**src/rtl/snake_game_ctrl_if.sv**
```systemverilog
// Bundle of control inputs and phase/status outputs between snake_game_ctrl and its peers.
interface snake_game_ctrl_if #(
  parameter int unsigned DELAY_W = 32,
  parameter int unsigned SCORE_W = 8,
  parameter int unsigned LEVEL_W = 4
);
  logic               setup_done;
  logic [1:0]         move_result;
  logic               pause;
  logic               replay;
  logic               setup_go;
  logic               move_go;
  logic               spawn_go;
  logic               delay_go;
  logic               pause_go;
  logic               lose_go;
  logic [SCORE_W-1:0] score;
  logic [LEVEL_W-1:0] level;
  logic [DELAY_W-1:0] cur_delay;

  modport master (
    output setup_done, move_result, pause, replay,
    input  setup_go, move_go, spawn_go, delay_go, pause_go, lose_go,
    input  score, level, cur_delay
  );

  modport slave (
    input  setup_done, move_result, pause, replay,
    output setup_go, move_go, spawn_go, delay_go, pause_go, lose_go,
    output score, level, cur_delay
  );
endinterface

```
**src/rtl/snake_game_ctrl.sv**
```systemverilog
// Snake game sequencer: setup/move/spawn/delay/pause/lose phases, move-delay timer,
// score and level tracking with a per-level shrinking delay.
module snake_game_ctrl #(
  parameter int unsigned BASE_DELAY      = 50_000_000,
  parameter int unsigned MIN_DELAY       = 5_000_000,
  parameter int unsigned DELAY_STEP      = 5_000_000,
  parameter int unsigned DELAY_W         = 32,
  parameter int unsigned FOODS_PER_LEVEL = 5,
  parameter int unsigned SCORE_W         = 8,
  parameter int unsigned LEVEL_W         = 4
) (
  input  logic            clk,
  input  logic            reset,
  snake_game_ctrl_if.slave bus
);

  localparam int unsigned FOOD_W = (FOODS_PER_LEVEL > 1) ? $clog2(FOODS_PER_LEVEL) : 1;
  localparam logic [FOOD_W-1:0]  FOOD_LAST = FOOD_W'(FOODS_PER_LEVEL - 1);
  localparam logic [DELAY_W-1:0] BASE_D    = DELAY_W'(BASE_DELAY);
  localparam logic [DELAY_W-1:0] MIN_D     = DELAY_W'(MIN_DELAY);
  localparam logic [DELAY_W-1:0] STEP_D    = DELAY_W'(DELAY_STEP);
  // Extra bit so MIN+STEP cannot overflow; stepping is allowed only at or above it.
  localparam logic [DELAY_W:0]   STEP_THR  = (DELAY_W+1)'(MIN_DELAY) + (DELAY_W+1)'(DELAY_STEP);

  typedef enum logic [2:0] {
    S_SETUP = 3'd0,
    S_MOVE  = 3'd1,
    S_SPAWN = 3'd2,
    S_DELAY = 3'd3,
    S_PAUSE = 3'd4,
    S_LOSE  = 3'd5
  } state_e;

  state_e             state_q, state_d;
  logic [5:0]         go_q;
  logic [SCORE_W-1:0] score_q;
  logic [LEVEL_W-1:0] level_q;
  logic [FOOD_W-1:0]  food_q;
  logic [DELAY_W-1:0] cnt_q;
  logic [DELAY_W-1:0] cur_delay_q;
  logic               delay_last;

  assign delay_last = (cnt_q == cur_delay_q - DELAY_W'(1));

  // Next phase
  always_comb begin
    state_d = S_SETUP;
    case (state_q)
      S_SETUP: state_d = bus.setup_done ? S_MOVE : S_SETUP;
      S_MOVE: begin
        case (bus.move_result)
          2'b01:   state_d = S_DELAY;
          2'b10:   state_d = S_SPAWN;
          2'b11:   state_d = S_LOSE;
          default: state_d = S_MOVE;
        endcase
      end
      S_SPAWN: state_d = S_DELAY;
      S_DELAY: state_d = bus.pause ? S_PAUSE : (delay_last ? S_MOVE : S_DELAY);
      S_PAUSE: state_d = bus.pause ? S_PAUSE : S_DELAY;
      S_LOSE:  state_d = bus.replay ? S_SETUP : S_LOSE;
      default: state_d = S_SETUP;
    endcase
  end

  // Phase register, one-hot flags and game datapath
  always_ff @(posedge clk) begin
    if (reset) begin
      state_q     <= S_SETUP;
      go_q        <= 6'b000001;
      score_q     <= '0;
      level_q     <= '0;
      food_q      <= '0;
      cnt_q       <= '0;
      cur_delay_q <= BASE_D;
    end else begin
      state_q <= state_d;
      go_q    <= 6'b000001 << 3'(state_d);
      case (state_q)
        S_SETUP: begin
          score_q     <= '0;
          level_q     <= '0;
          food_q      <= '0;
          cur_delay_q <= BASE_D;
        end
        S_MOVE: begin
          cnt_q <= '0;
          if (bus.move_result == 2'b10 && score_q != '1) begin
            score_q <= score_q + SCORE_W'(1);
          end
        end
        S_SPAWN: begin
          cnt_q <= '0;
          if (food_q == FOOD_LAST) begin
            food_q <= '0;
            if (level_q != '1) begin
              level_q <= level_q + LEVEL_W'(1);
            end
            cur_delay_q <= ({1'b0, cur_delay_q} >= STEP_THR) ? (cur_delay_q - STEP_D) : MIN_D;
          end else begin
            food_q <= food_q + FOOD_W'(1);
          end
        end
        S_DELAY: begin
          if (!bus.pause && !delay_last) begin
            cnt_q <= cnt_q + DELAY_W'(1);
          end
        end
        default: ;
      endcase
    end
  end

  assign bus.setup_go  = go_q[0];
  assign bus.move_go   = go_q[1];
  assign bus.spawn_go  = go_q[2];
  assign bus.delay_go  = go_q[3];
  assign bus.pause_go  = go_q[4];
  assign bus.lose_go   = go_q[5];
  assign bus.score     = score_q;
  assign bus.level     = level_q;
  assign bus.cur_delay = cur_delay_q;

endmodule

```
**src/flat_wrapper.sv**
```systemverilog
// flat-port wrapper written by rule: the top's interface ports become plain ports
module snake_game_ctrl_flat 
#(
  parameter int unsigned BASE_DELAY      = 50_000_000,
  parameter int unsigned MIN_DELAY       = 5_000_000,
  parameter int unsigned DELAY_STEP      = 5_000_000,
  parameter int unsigned DELAY_W         = 32,
  parameter int unsigned FOODS_PER_LEVEL = 5,
  parameter int unsigned SCORE_W         = 8,
  parameter int unsigned LEVEL_W         = 4
)
  (clk, reset, bus_setup_done, bus_move_result, bus_pause, bus_replay, bus_setup_go, bus_move_go, bus_spawn_go, bus_delay_go, bus_pause_go, bus_lose_go, bus_score, bus_level, bus_cur_delay);
  snake_game_ctrl_if #(.DELAY_W(DELAY_W), .SCORE_W(SCORE_W), .LEVEL_W(LEVEL_W)) bus_i ();
  input  logic clk;
  input  logic reset;
  input wire logic [$bits(bus_i.setup_done)-1:0] bus_setup_done;
  input wire logic [$bits(bus_i.move_result)-1:0] bus_move_result;
  input wire logic [$bits(bus_i.pause)-1:0] bus_pause;
  input wire logic [$bits(bus_i.replay)-1:0] bus_replay;
  output wire logic [$bits(bus_i.setup_go)-1:0] bus_setup_go;
  output wire logic [$bits(bus_i.move_go)-1:0] bus_move_go;
  output wire logic [$bits(bus_i.spawn_go)-1:0] bus_spawn_go;
  output wire logic [$bits(bus_i.delay_go)-1:0] bus_delay_go;
  output wire logic [$bits(bus_i.pause_go)-1:0] bus_pause_go;
  output wire logic [$bits(bus_i.lose_go)-1:0] bus_lose_go;
  output wire logic [$bits(bus_i.score)-1:0] bus_score;
  output wire logic [$bits(bus_i.level)-1:0] bus_level;
  output wire logic [$bits(bus_i.cur_delay)-1:0] bus_cur_delay;
  assign bus_i.setup_done = bus_setup_done;
  assign bus_i.move_result = bus_move_result;
  assign bus_i.pause = bus_pause;
  assign bus_i.replay = bus_replay;
  assign bus_setup_go = bus_i.setup_go;
  assign bus_move_go = bus_i.move_go;
  assign bus_spawn_go = bus_i.spawn_go;
  assign bus_delay_go = bus_i.delay_go;
  assign bus_pause_go = bus_i.pause_go;
  assign bus_lose_go = bus_i.lose_go;
  assign bus_score = bus_i.score;
  assign bus_level = bus_i.level;
  assign bus_cur_delay = bus_i.cur_delay;
  snake_game_ctrl #(.BASE_DELAY(BASE_DELAY), .MIN_DELAY(MIN_DELAY), .DELAY_STEP(DELAY_STEP), .DELAY_W(DELAY_W), .FOODS_PER_LEVEL(FOODS_PER_LEVEL), .SCORE_W(SCORE_W), .LEVEL_W(LEVEL_W)) u_core (.clk(clk), .reset(reset), .bus(bus_i));
endmodule
```
**config.mk**
```make
export PLATFORM = sky130hd
export DESIGN_NAME = snake_game_ctrl_flat
export DESIGN_NICKNAME = d
export VERILOG_FILES = /design/src/rtl/snake_game_ctrl_if.sv /design/src/rtl/snake_game_ctrl.sv /design/src/flat_wrapper.sv
export SDC_FILE = /design/constraint.sdc
export NUM_CORES = 1
export LEC_CHECK = 0
export ABC_AREA = 1
export BUFFER_PORTS_ARGS = -buffer_cell sky130_fd_sc_hd__buf_2
export CAP_MARGIN = 20
export CORE_AREA = 2 2 127 129
export CTS_BUF_LIST = sky130_fd_sc_hd__clkbuf_8
export DETAILED_ROUTE_END_ITERATION = 12
export DIE_AREA = 0 0 129 131
export GPL_TIMING_DRIVEN = 0
export PLACE_DENSITY_LB_ADDON = 0.15
export SLEW_MARGIN = 20
export SYNTH_ARGS = -nofsm -noshare
export SYNTH_HDL_FRONTEND = slang
export SYNTH_SLANG_ARGS = --single-unit
```
**constraint.sdc**
```tcl
create_clock -name clk -period 2.1 [get_ports clk]
set_input_delay 0.21 -clock clk [delete_from_list [all_inputs] [get_ports clk]]
set_output_delay 0.21 -clock clk [all_outputs]
set_load 0.01 [all_outputs]
```
; Word-level counts from Yosys, hierarchy flattened
; Index checks and enable logic that the tools add are counted.
[totals]
reg_bits = 88
input_bits = 7
out_inout_bits = 50
elab_cells = 63
[op_classes]
add_sub_neg = 6
order_cmp = 1
eq_ne = 16
shift = 1
mux = 19
reduce_logical = 13
[op_table]
columns = operator, n
row1 = case mux 32 bit (2 select lines), 2
row2 = 2-to-1 mux 32 bit, 3
row3 = adder 32 x 1 -> 32 bit (second input constant), 1
row4 = == test 32 bit, 1
row5 = >= comparator 32 x 24 -> 1 bit (second input constant), 1
row6 = subtractor 32 x 1 -> 32 bit (second input constant), 1
row7 = subtractor 32 x 23 -> 32 bit (second input constant), 1
row8 = case mux 3 bit (6 select lines), 1
row9 = case mux 8 bit (2 select lines), 1
row10 = 2-to-1 mux 3 bit, 4
row11 = == test 3 bit (second input constant), 3
row12 = case mux 3 bit (3 select lines), 1
row13 = adder 8 x 1 -> 8 bit (second input constant), 1
row14 = 2-to-1 mux 4 bit, 2
row15 = 2-to-1 mux 8 bit, 1
row16 = inequality test 2 x 1 -> 1 bit (second input constant), 4
row17 = inequality test 8 bit (second input constant), 1
row18 = case mux 4 bit (2 select lines), 1
row19 = == test 3 x 2 -> 1 bit (second input constant), 2
row20 = case mux 3 bit (2 select lines), 1
row21 = AND reduction 2 bit, 3
row22 = nonzero test 2 bit, 3
row23 = left shift 1 x 3 -> 6 bit (first input constant), 1
row24 = adder 4 x 1 -> 4 bit (second input constant), 1
row25 = other kinds (12), 15

; Depth between registers and ports, before layout
; Gate-level depths: netlist of run 1.
[depth]
word_depth = 6
ltp_mapped = 19
ltp_nobuf = 18

; Worst setup path after synthesis of run 1
; No wires, ideal clock.
[synth_timing]
path_kind = register to register
startpoint = reg u_core.cur_delay_q[6], in the netlist u_core.bus.cur_delay[6]
endpoint = reg u_core.cnt_q[21]
setup_ps = 132
arrival_ps = 2150
setup_slack_ps = -182
stages_incl_launch_ff = 20
n_path_buf = 1
period_less_slack_ps = 2282
cell_sequence = dfxtp_1 -> inv_1 -> ha_1 -> inv_1 -> nand2_1 -> nand2_1 -> nand2_1 -> nand2_1 -> nand2_1 -> nor2_1 -> nand2_1 -> nor2_1 -> nand2_1 -> nor2_1 -> nand2_1 -> o21bai_4 -> nand2_2 -> buf_2 -> nand2_1 -> a21oi_1
[synth_via]
elab_chain_len = 6
[synth_lines]
columns = element, line
row1 = start: declaration, snake_game_ctrl.sv:40  ; logic [DELAY_W-1:0] cur_delay_q;
row2 = start signal: assignment, snake_game_ctrl.sv:99  ; cur_delay_q <= ({1'b0, cur_delay_q} >= STEP_THR) ? (cur_delay_q - STEP_D) : MIN_D;
row3 = subtractor 32 x 1 -> 32 bit, snake_game_ctrl.sv:43  ; assign delay_last = (cnt_q == cur_delay_q - DELAY_W'(1));
row4 = == test 32 bit, snake_game_ctrl.sv:43
row5 = logical NOT 1 bit, snake_game_ctrl.sv:105  ; if (!bus.pause && !delay_last) begin
row6 = logical AND 1 bit, snake_game_ctrl.sv:105
row7 = inequality test 2 x 1 -> 1 bit (no source line), n/a
row8 = AND reduction 2 bit (no source line), n/a
row9 = end signal: assignment, snake_game_ctrl.sv:106  ; cnt_q <= cnt_q + DELAY_W'(1);
row10 = end: declaration, snake_game_ctrl.sv:39  ; logic [DELAY_W-1:0] cnt_q;
; No other way between the ends.
; A chain may end at the register's enable or synchronous reset.

; Final worst setup path of run 1
[layout_timing]
startpoint = reg u_core.cur_delay_q[17], in the netlist u_core.bus.cur_delay[17]
endpoint = reg u_core.cnt_q[31]
; The elaborated chain is that of the path after synthesis.

==> flow_summary.yaml, run 1 <==
sta:
  slew_headroom: 0.441
  skew_ps: 18.1
  max_freq_ghz: 0.399
  slew_viol_final: 0
  setup_viol: 41
  worst_pin_slew_ps: 839
  final.period_utilization: 1.19
  hold_ws_ps: 187
  timing.final.crit_period_ps: 2500
  rsz0062_at_grt: "yes"
  setup_slack_ps: -405
  hold_violations: 0
layout:
  antennaDiodeCount: 0
  final_nets: 1095
  stdcell_count: 1299
  area_growth_pct: 25.0
  finalInstanceArea_um2: 7580
  drive_gt1_frac: 0.222
  final_common_cell: "nand2_1"
  mostFrequentLayoutCells: "nand2_1, nor2_1, inv_1, dfxtp_1, nand3_1"
global_route:
  overflow: 0
  grt_pass1_vias: 5919
  grt_max_degree: 18
  grt.total_usage: 0.234
  antenna_found_initial: 0
  grt_pass1_wl_um: 31000
worst_setup_path:
  cp-start-kind: "flip-flop"
  slowest_stage: "dfxtp_1"
  crit_fanout: 7
  r2r_start: "u_core.bus.cur_delay[17]"
  r2r_cells: 16
  cp-end-kind: "flip-flop"
  crit_arrival_ps: 2840
  cp_common_cell: "nand2_1"
  r2r_slack_ps: -400
  critPathKind: "flip-flop to flip-flop"
  crit_path_cell_trace: "clkbuf_4 -> nor2_2 -> nand2_4 -> nor2_4 -> nand2_1 -> nor2_1 -> nand2_1 -> nand2_1 -> nand3_1 -> nor2_1 -> nand2_1 -> o21bai_4 -> buf_6 -> buf_6 -> nand3_1 -> a21oi_1"
  slowest_delay_ps: 320
  crit_required_ps: 2430
  reg2reg_to: "u_core.cnt_q[31]"
placed_design:
  gp_congestion: 0.910
  detailed_place_hpwl_um: 14700
  post_dp_cell_area_um2: 6750
  place_ws_ps: -816
  port-buffer-count: 49
  placed_cells: 1255
synthesis:
  synth_top_area_cell: "dfxtp_1"
  synth_cell_type_count: 38
  syn-cell-area_um2: 6060
  synth_edf_count: 0
  synth_seq_cells: 82
  synth_seq_area_share: 0.271
  syn_area_per_cell_um2: 6.16
  async_flop_share: 0
  synth_flop_cell: "dfxtp_1"
  synth_top_area_frac: 0.271
  syn_inst: 985
  yosys_warnings: 0
  yosys-top-cells-area: "dfxtp_1, nand2_1, nor2_1, nand3_1, inv_1"
floorplanning:
  io_pins: 57
  rows: 46
  start_util: 0.389
  die_x_um: 129
  die-area_um2: 16900
  die-height_um: 131
  coreArea_um2: 15600
clock_network:
  clock_sinks: 82
  htreeDepth: 3
  clk_path_buf_depth: 2
  cts_hold_buf: 0
  cts_tree: "yes"
  cts-buffers-inserted: 9
  clock-root-buffer: "clkbuf_8"
  clk_latency_ps: 400
  cts.reportedPaths.clkPinSlew_ps: 100
hold_path:
  hp-class: "primary input to flip-flop"
  min-delay-start: "bus_pause"
  holdPathEnd: "u_core.cnt_q[1]"
  worstHoldPathCells: 4
run_status:
  run_status: "finished, violations left"
  failed_checks: "negative setup slack"
power:
  peakVddDrop_uv: 385
  power.total_mw: 4.94
  p_per_area_nw_per_um2: 652
  leakage_nw: 2.83
detailed_routing:
  drt_wl_total_um: 19600
  antenna_left: 0
  drtPass1Iterations: 5
  drc: 0
  dr.first_iter.drc_count: 473
  vias: 6627
  wire_per_inst_um: 15.1
  viasPerCell: 5.10
job:
  cap_violations: 0
[per-stage QoR]
stage / utilization / setup TNS [ps]
after floorplan: - / 0
after global placement: 0.433 / -36690
after detailed placement: 0.433 / -39780
after CTS: 0.467 / -12420
after global routing: 0.486 / -19470
final: 0.486 / -14400
[routing by layer]
| metal | global-route usage | vias up | wire [µm] |
|---|---|---|---|
| li1 | - | 3376 | - |
| met1 | 0.315 | 3046 | 9110 |
| met2 | 0.391 | 173 | 9140 |
| met3 | 0.0322 | 32 | 935 |
| met4 | 0.0754 | 0 | 397 |
| met5 | 0 | - | 0 |
[critical path, delay by kind of cell, from the launching register on]
| family | cells | cell delay (ps) |
|---|---|---|
| AO/OA/AOI/OAI | 2 | 430 |
| buffers and inverters | 3 | 460 |
| flip-flops | 1 | 320 |
| AND/OR/NAND/NOR | 11 | 1210 |
[worst max-delay path by stage]
stage	from	end	depth (start not counted)
after CTS	u_core.bus.cur_delay[7]	u_core.cnt_q[9]	16
after floorplan	u_core.bus.cur_delay[17]	u_core.cnt_q[21]	16
final	u_core.bus.cur_delay[17]	u_core.cnt_q[31]	16
after global routing	u_core.bus.cur_delay[7]	u_core.cnt_q[28]	17
after global placement	u_core.state_q[1]	u_core.bus.cur_delay[13]	10
after detailed placement	u_core.state_q[1]	u_core.bus.cur_delay[15]	10
[cells in the mapped netlist (3+ instances only)]
cell type and count:
a31oi_1 7, nor2_1 125, clkbuf_1 21, inv_2 3, buf_4 6, o211ai_1 8
buf_2 14, xor2_1 35, buf_6 3, ha_1 10, inv_1 101, nor2_4 7
nor4_1 14, dfxtp_1 82, nand2_1 260, xnor2_1 23, a21oi_1 71, nor3_1 34
nor2_2 9, o21ai_0 27, nand3_1 79, nand2_2 5, nand4_1 15, nand3b_1 10
[kinds of logic (layout without fill, tap and decap cells)]
kind of cell	count (synthesis)	in the layout	share of synthesized area
simple gates	563	563	0.407
buf+inv	148	241	0.102
compound gates	122	122	0.111
flops	82	82	0.271
xor+xnor	59	59	0.0875
fa+ha+maj	10	10	0.0206
other cells	1	6	0.000618
[report_power, final]
| group | leakage, nW | internal [mW] | switching, mW |
|---|---|---|---|
| clock | 0.106 | 0.583 | 0.746 |
| sequential | 0.666 | 1.66 | 0.121 |
| combinational | 2.06 | 0.612 | 1.22 |
| total | 2.83 | 2.86 | 2.09 |
[area by class of cell]
cell class	instances	area (µm²)
buffer	42	282
clock buffer	9	124
clock inverter	7	88.8
fill	1631	8020
inverter	104	400
multi-input combinational	760	4250
sequential	82	1660
tap	216	270
timing repair buffer	79	504
[repair_timing]
action / CTS / global route
gates cloned: 3 / 0
setup endpoints to repair: 72 / 67
setup buffers: 18 / 9
pin swaps: 45 / 37
gates resized for setup: 54 / 63
[flip-flops by register name, indices dropped and copies added (netlist names)]
name and cells:
u_core.bus.cur_delay 26, u_core.bus.level 4, u_core.bus.score 8, u_core.cnt_q 32, u_core.food_q 3, u_core.go_q 6
u_core.state_q 3
Power figures use the tool's default switching activity.
==> run 2, diff against run 1 <==
--- a/config.mk
+++ b/config.mk
@@ -8,11 +8,12 @@
 export ABC_AREA = 1
 export BUFFER_PORTS_ARGS = -buffer_cell sky130_fd_sc_hd__buf_2
 export CAP_MARGIN = 20
-export CORE_AREA = 2 2 127 129
+export CORE_AREA = 2 2 135 137
 export CTS_BUF_LIST = sky130_fd_sc_hd__clkbuf_8
 export DETAILED_ROUTE_END_ITERATION = 12
-export DIE_AREA = 0 0 129 131
+export DIE_AREA = 0 0 137 139
 export GPL_TIMING_DRIVEN = 0
+export MAX_ROUTING_LAYER = met4
 export PLACE_DENSITY_LB_ADDON = 0.15
 export SLEW_MARGIN = 20
 export SYNTH_ARGS = -nofsm -noshare
==> run 2 against run 1 <==
  * The flow still finishes with violations (negative setup slack)
  * Register-to-register slack better by 60 ps
  * Sequential share of layout area is 0.085 points lower
  * Global-route usage is 1.7 points lower
  * Sequential power hardly changed
  * Wire length is 1.5% higher
  * Total power is 0.11% higher
  * Critical path depth is 1 lower
  * Critical endpoint is now u_core.bus.cur_delay[30]
  * Largest power group unchanged
==> flow_summary.yaml, run 2 (synthesis results as in run 1) <==
run_status:
  run_status: "finished, violations left"
  failed_checks: "negative setup slack"
layout:
  finalInstanceArea_um2: 7630
  area_growth_pct: 25.9
  antennaDiodeCount: 0
  finish.utilization: 0.432
  final_common_cell: "nand2_1"
  largest_register: "u_core.cnt_q"
  final_nets: 1099
  largest_register_ffs: 32
  stdcell_count: 1315
  mostFrequentLayoutCells: "nand2_1, inv_1, nor2_1, dfxtp_1, nand3_1"
  drive_gt1_frac: 0.225
clock_network:
  htreeDepth: 3
  clock_sinks: 82
  clock-root-buffer: "clkbuf_8"
  cts_tree: "yes"
  cts_hold_buf: 0
  clk_path_buf_depth: 2
  cts.reportedPaths.clkPinSlew_ps: 80
  cts-buffers-inserted: 9
  clk_latency_ps: 380
detailed_routing:
  drtPass1Iterations: 5
  viasPerCell: 4.97
  drt_wl_total_um: 19900
  dr.first_iter.drc_count: 352
  vias: 6533
  drc: 0
  antenna_left: 0
  wire_per_inst_um: 15.1
hold_path:
  hp-class: "primary input to flip-flop"
  min-delay-start: "bus_pause"
worst_setup_path:
  crit_fanout: 4
  crit_start: "u_core.bus.cur_delay[7]"
  cp-start-kind: "flip-flop"
  cp-end-kind: "flip-flop"
  cp_common_cell: "nand2_1"
  path_buf_inv: 2
  r2r_start: "u_core.bus.cur_delay[7]"
  slowest_delay_ps: 400
  critPathKind: "flip-flop to flip-flop"
  crit_path_cell_trace: "inv_4 -> ha_4 -> inv_2 -> nand3_1 -> a21oi_2 -> nor2_1 -> o21ai_0 -> nand2_1 -> nand2_1 -> nand2_1 -> nand2_1 -> nor2_1 -> nand2_1 -> nand3_1 -> a21oi_1"
  slowest_stage: "dfxtp_4"
  critPathTopFamily: "simple AND/OR/NAND/NOR gates"
  r2r_slack_ps: -350
  crit_required_ps: 2400
  crit_arrival_ps: 2750
sta:
  setup_tns_ps: -10730
  slew_viol_final: 0
  slew_headroom: 0.454
  max_freq_ghz: 0.409
  rsz0062_at_grt: "yes"
  setup_slack_ps: -348
  skew_ps: 12.9
  setup_viol: 44
  timing.final.crit_period_ps: 2450
  hold_violations: 0
  final.period_utilization: 1.17
  worst_pin_slew_ps: 819
power:
  power_frac_seq: 0.361
  leakage_nw: 2.83
  clkPwrFrac: 0.249
  swShare: 0.409
  p_int_mw: 2.93
  combPwrFrac: 0.390
  p_per_area_nw_per_um2: 648
  p_sw_mw: 2.02
  peakVddDrop_uv: 353
global_route:
  antenna_found_initial: 0
  grt_use_met2: 0.333
  busiest_layer: "met2"
  grt_util_met3: 0.0281
  grt_max_degree: 15
  use_met1: 0.297
  grt_pass1_vias: 5989
  grt.total_usage: 0.217
  grt_pass1_wl_um: 31600
  overflow: 0
floorplanning:
  coreArea_um2: 17700
  die_x_um: 137
  rows: 49
  io_pins: 57
  start_util: 0.343
  die-height_um: 139
  die-area_um2: 19000
placed_design:
  detailed_place_hpwl_um: 15200
  place_ws_ps: -853
  placed_cells: 1268
  post_dp_cell_area_um2: 6770
  gp_congestion: 0.910
  port-buffer-count: 49
job:
  cap_violations: 0
[run 2: changes by cell type in the layout (fill, tap and decap cells not counted), moves of 3 or more]
cell     delta
inv_8       -3
buf_6       -5
nand2_2     +4
nor2_2      +5
a21oi_1     +4
nand3_2     -9
buf_4       +6
nor2_1      -5
nand3_1     +7
nand2_1     -3
[run 2: final cells by class]
class                      count  area [µm²]
multi-input combinational    760        4250
clock buffer                  10         138
tap                          229         287
sequential                    82        1660
timing repair buffer          84         547
fill                        1926       10000
clock inverter                 5        62.6
buffer                        41         287
inverter                     104         398
[run 2: through the flow]
stage	hold slack, ps	power [mW]
2_1_floorplan	435	2.93
3_3_place_gp	470	3.40
3_5_place_dp	492	3.40
4_1_cts	181	4.78
5_1_grt	226	5.26
6_report	227	4.95
[run 2: worst paths after layout]
kind / endpoint / cells after the start
worst max-delay path: u_core.bus.cur_delay[30] / 15
worst min-delay path: u_core.cnt_q[1] / 4
worst max register to register: u_core.bus.cur_delay[30] / 15
worst min register to register: u_core.food_q[0] / 1
[run 2: layer usage]
metal / wire [µm] / vias to the layer above / part of all wire
met3: 760 / 26 / 0.038
met4: 359 / 0 / 0.018
li1: - / 3375 / -
met5: 0 / - / 0
met1: 9560 / 2985 / 0.48
met2: 9190 / 147 / 0.46
[run 2: timing repair]
item,CTS,global route
endpoints found under the setup margin,72,61
resized for setup,57,63
setup buffers,19,14
cloned,2,0
pin swaps,41,27
hold endpoints to repair,0,0
[run 2: worst register-to-register path, cell delays in order, from the launching register on]
cell and delay, ps:
dfxtp_4 400, inv_4 50, ha_4 180, inv_2 60, nand3_1 140, a21oi_2 320, nor2_1 120, o21ai_0 260
nand2_1 180, nand2_1 130, nand2_1 100, nand2_1 130, nor2_1 50, nand2_1 50, nand3_1 80, a21oi_1 120
[run 2: power by group through the flow]
stage          Sequential [mW]  Combinational (mW)  Clock, mW
6_report                  1.79                1.93       1.23
5_1_grt                   1.80                2.14       1.32
4_1_cts                   1.78                1.73       1.26
3_5_place_dp              1.81                1.59          0
3_3_place_gp              1.81                1.59          0
2_1_floorplan             1.83                1.10          0
==> run 3, diff against run 2 <==
--- a/config.mk
+++ b/config.mk
@@ -13,7 +13,6 @@
 export DETAILED_ROUTE_END_ITERATION = 12
 export DIE_AREA = 0 0 137 139
 export GPL_TIMING_DRIVEN = 0
-export MAX_ROUTING_LAYER = met4
 export PLACE_DENSITY_LB_ADDON = 0.15
 export SLEW_MARGIN = 20
 export SYNTH_ARGS = -nofsm -noshare
==> run 3 against run 2 <==
  * The flow still finishes with violations (negative setup slack)
  * Clock power increased by 12%
  * Cell count increased by 0.84%
  * Maximum frequency about the same
  * Clock skew decreased by 1.4 ps
  * Sequential share of layout area decreased by 0.58 points
  * First-iteration DRC count decreased by 16%
  * Highest routed layer unchanged
  * Cell area increased by 2.7%
  * Non-clock buffer count increased by 10
  * Count of clock-buffer cells in the layout unchanged
  * Critical path depth increased by 1
==> flow_summary.yaml, run 3 (synthesis results as in run 1) <==
layout:
  mostFrequentLayoutCells: "nand2_1, inv_1, nor2_1, dfxtp_1, nand3_1"
  area_growth_pct: 29.3
  drive_gt1_frac: 0.252
  antennaDiodeCount: 0
  multi_input_area_um2: 4360
  largest_register_ffs: 32
  register_area_um2: 1660
  final_nets: 1109
  final_common_cell: "nand2_1"
  largest_register: "u_core.cnt_q"
  nFillCells: 1931
detailed_routing:
  drt_wl_total_um: 20300
  drc: 0
  wire_per_inst_um: 15.3
  dr.first_iter.drc_count: 297
  drtPass1Iterations: 6
  antenna_left: 0
  vias: 6646
  viasPerCell: 5.01
worst_setup_path:
  r2r_cells: 16
  cp-start-kind: "flip-flop"
  worst-path-stages: 16
  path_buf_inv: 4
  cp_common_cell: "nand3_1"
  crit_fanout: 5
  crit_required_ps: 2410
  slowest_delay_ps: 400
  crit_arrival_ps: 2760
  slowest_stage: "dfxtp_4"
  critPathTopFamily: "simple AND/OR/NAND/NOR gates"
  crit_path_cell_trace: "inv_4 -> ha_4 -> inv_1 -> nand2_1 -> nand3_1 -> nor2_2 -> nand3_1 -> nor2_1 -> nand3_1 -> nor2_2 -> nand2_2 -> o21bai_4 -> buf_6 -> buf_6 -> nand3_1 -> a21oi_1"
  critPathKind: "flip-flop to flip-flop"
  cp-end-kind: "flip-flop"
sta:
  setup_tns_ps: -12440
  hold_violations: 0
  max_freq_ghz: 0.408
  skew_ps: 11.5
  setup_slack_ps: -349
  rsz0062_at_grt: "yes"
  setup_viol: 52
  timing.final.crit_period_ps: 2450
  hold_ws_ps: 186
  final.period_utilization: 1.17
  worst_pin_slew_ps: 846
  slew_viol_final: 0
  slew_headroom: 0.436
hold_path:
  hp-class: "primary input to flip-flop"
  worstHoldPathCells: 4
global_route:
  overflow: 0
  antenna_found_initial: 0
  grt_pass1_wl_um: 31600
  grt_max_degree: 15
  grt.total_usage: 0.212
  grt_pass1_vias: 5964
power:
  leakage_nw: 2.92
  peakVddDrop_uv: 449
  p_per_area_nw_per_um2: 650
placed_design:
  port-buffer-count: 49
  gp_congestion: 0.931
  detailed_place_hpwl_um: 15200
job:
  cap_violations: 0
floorplanning:
  start_util: 0.343
  io_pins: 57
  die-area_um2: 19000
  die_x_um: 137
  die-height_um: 139
  coreArea_um2: 17700
  rows: 49
clock_network:
  clock-root-buffer: "clkbuf_8"
  cts_hold_buf: 0
  clk_latency_ps: 390
  cts.reportedPaths.clkPinSlew_ps: 90
  cts_tree: "yes"
  clock_sinks: 82
  clk_path_buf_depth: 2
  cts-buffers-inserted: 9
  htreeDepth: 3
run_status:
  failed_checks: "negative setup slack"
  run_status: "finished, violations left"
==> run 3: final timing paths <==
kind                                start             endpoint  slack [ps]
setup / recovery  u_core.bus.cur_delay[7]     u_core.cnt_q[27]        -350
hold / removal             bus_setup_done       u_core.go_q[2]         190
setup reg to reg  u_core.bus.cur_delay[7]     u_core.cnt_q[27]        -350
hold reg to reg       u_core.bus.level[0]  u_core.bus.level[0]         500
==> run 3: where the power goes <==
group	internal [mW]	switching [mW]	leakage, nW
combinational	0.654	1.27	2.14
sequential	1.66	0.124	0.667
clock	0.707	0.673	0.115
total	3.03	2.07	2.92
==> run 3: worst reg2reg max path: stages (launching register included) <==
cell and delay [ps]:
dfxtp_4 400, inv_4 50, ha_4 270, inv_1 70, nand2_1 70, nand3_1 90, nor2_2 120, nand3_1 100
nor2_1 90, nand3_1 130, nor2_2 150, nand2_2 80, o21bai_4 280, buf_6 160, buf_6 120, nand3_1 70
a21oi_1 140
==> run 3: final cells by class <==
class,count,area share
repair buffers,92,0.0782
plain buffers,43,0.0373
clock buffers,10,0.0176
clock inverters,6,0.0113
multi-input cells,760,0.556
inverters,104,0.0507
flip-flops and latches,82,0.212
well taps,229,0.0365
==> run 3: routing by layer <==
metal	global-route usage	share of wire	vias up
met4	0.0673	0.021	0
met3	0.0303	0.045	30
met1	0.293	0.47	3045
met5	0	0	-
li1	-	-	3390
met2	0.338	0.47	181
==> run 3: through the flow <==
step,cells,utilization,instance area [µm²],setup slack (ps),power (mW)
finish,1326,0.444,7840,-349,5.10
global route,1326,0.444,7840,-509,5.41
CTS,1312,0.419,7400,-298,4.93
detailed placement,1268,0.383,6770,-839,3.40
global placement,1268,0.383,6770,-820,3.40
floorplan,990,-,6230,2.33,2.93
==> run 3: repair_timing <==
item,CTS,global route
endpoints found under the setup margin,72,69
resized for setup,61,99
endpoints found under the hold margin,0,0
pin swaps,52,32
setup buffers,28,14
cloned,2,1
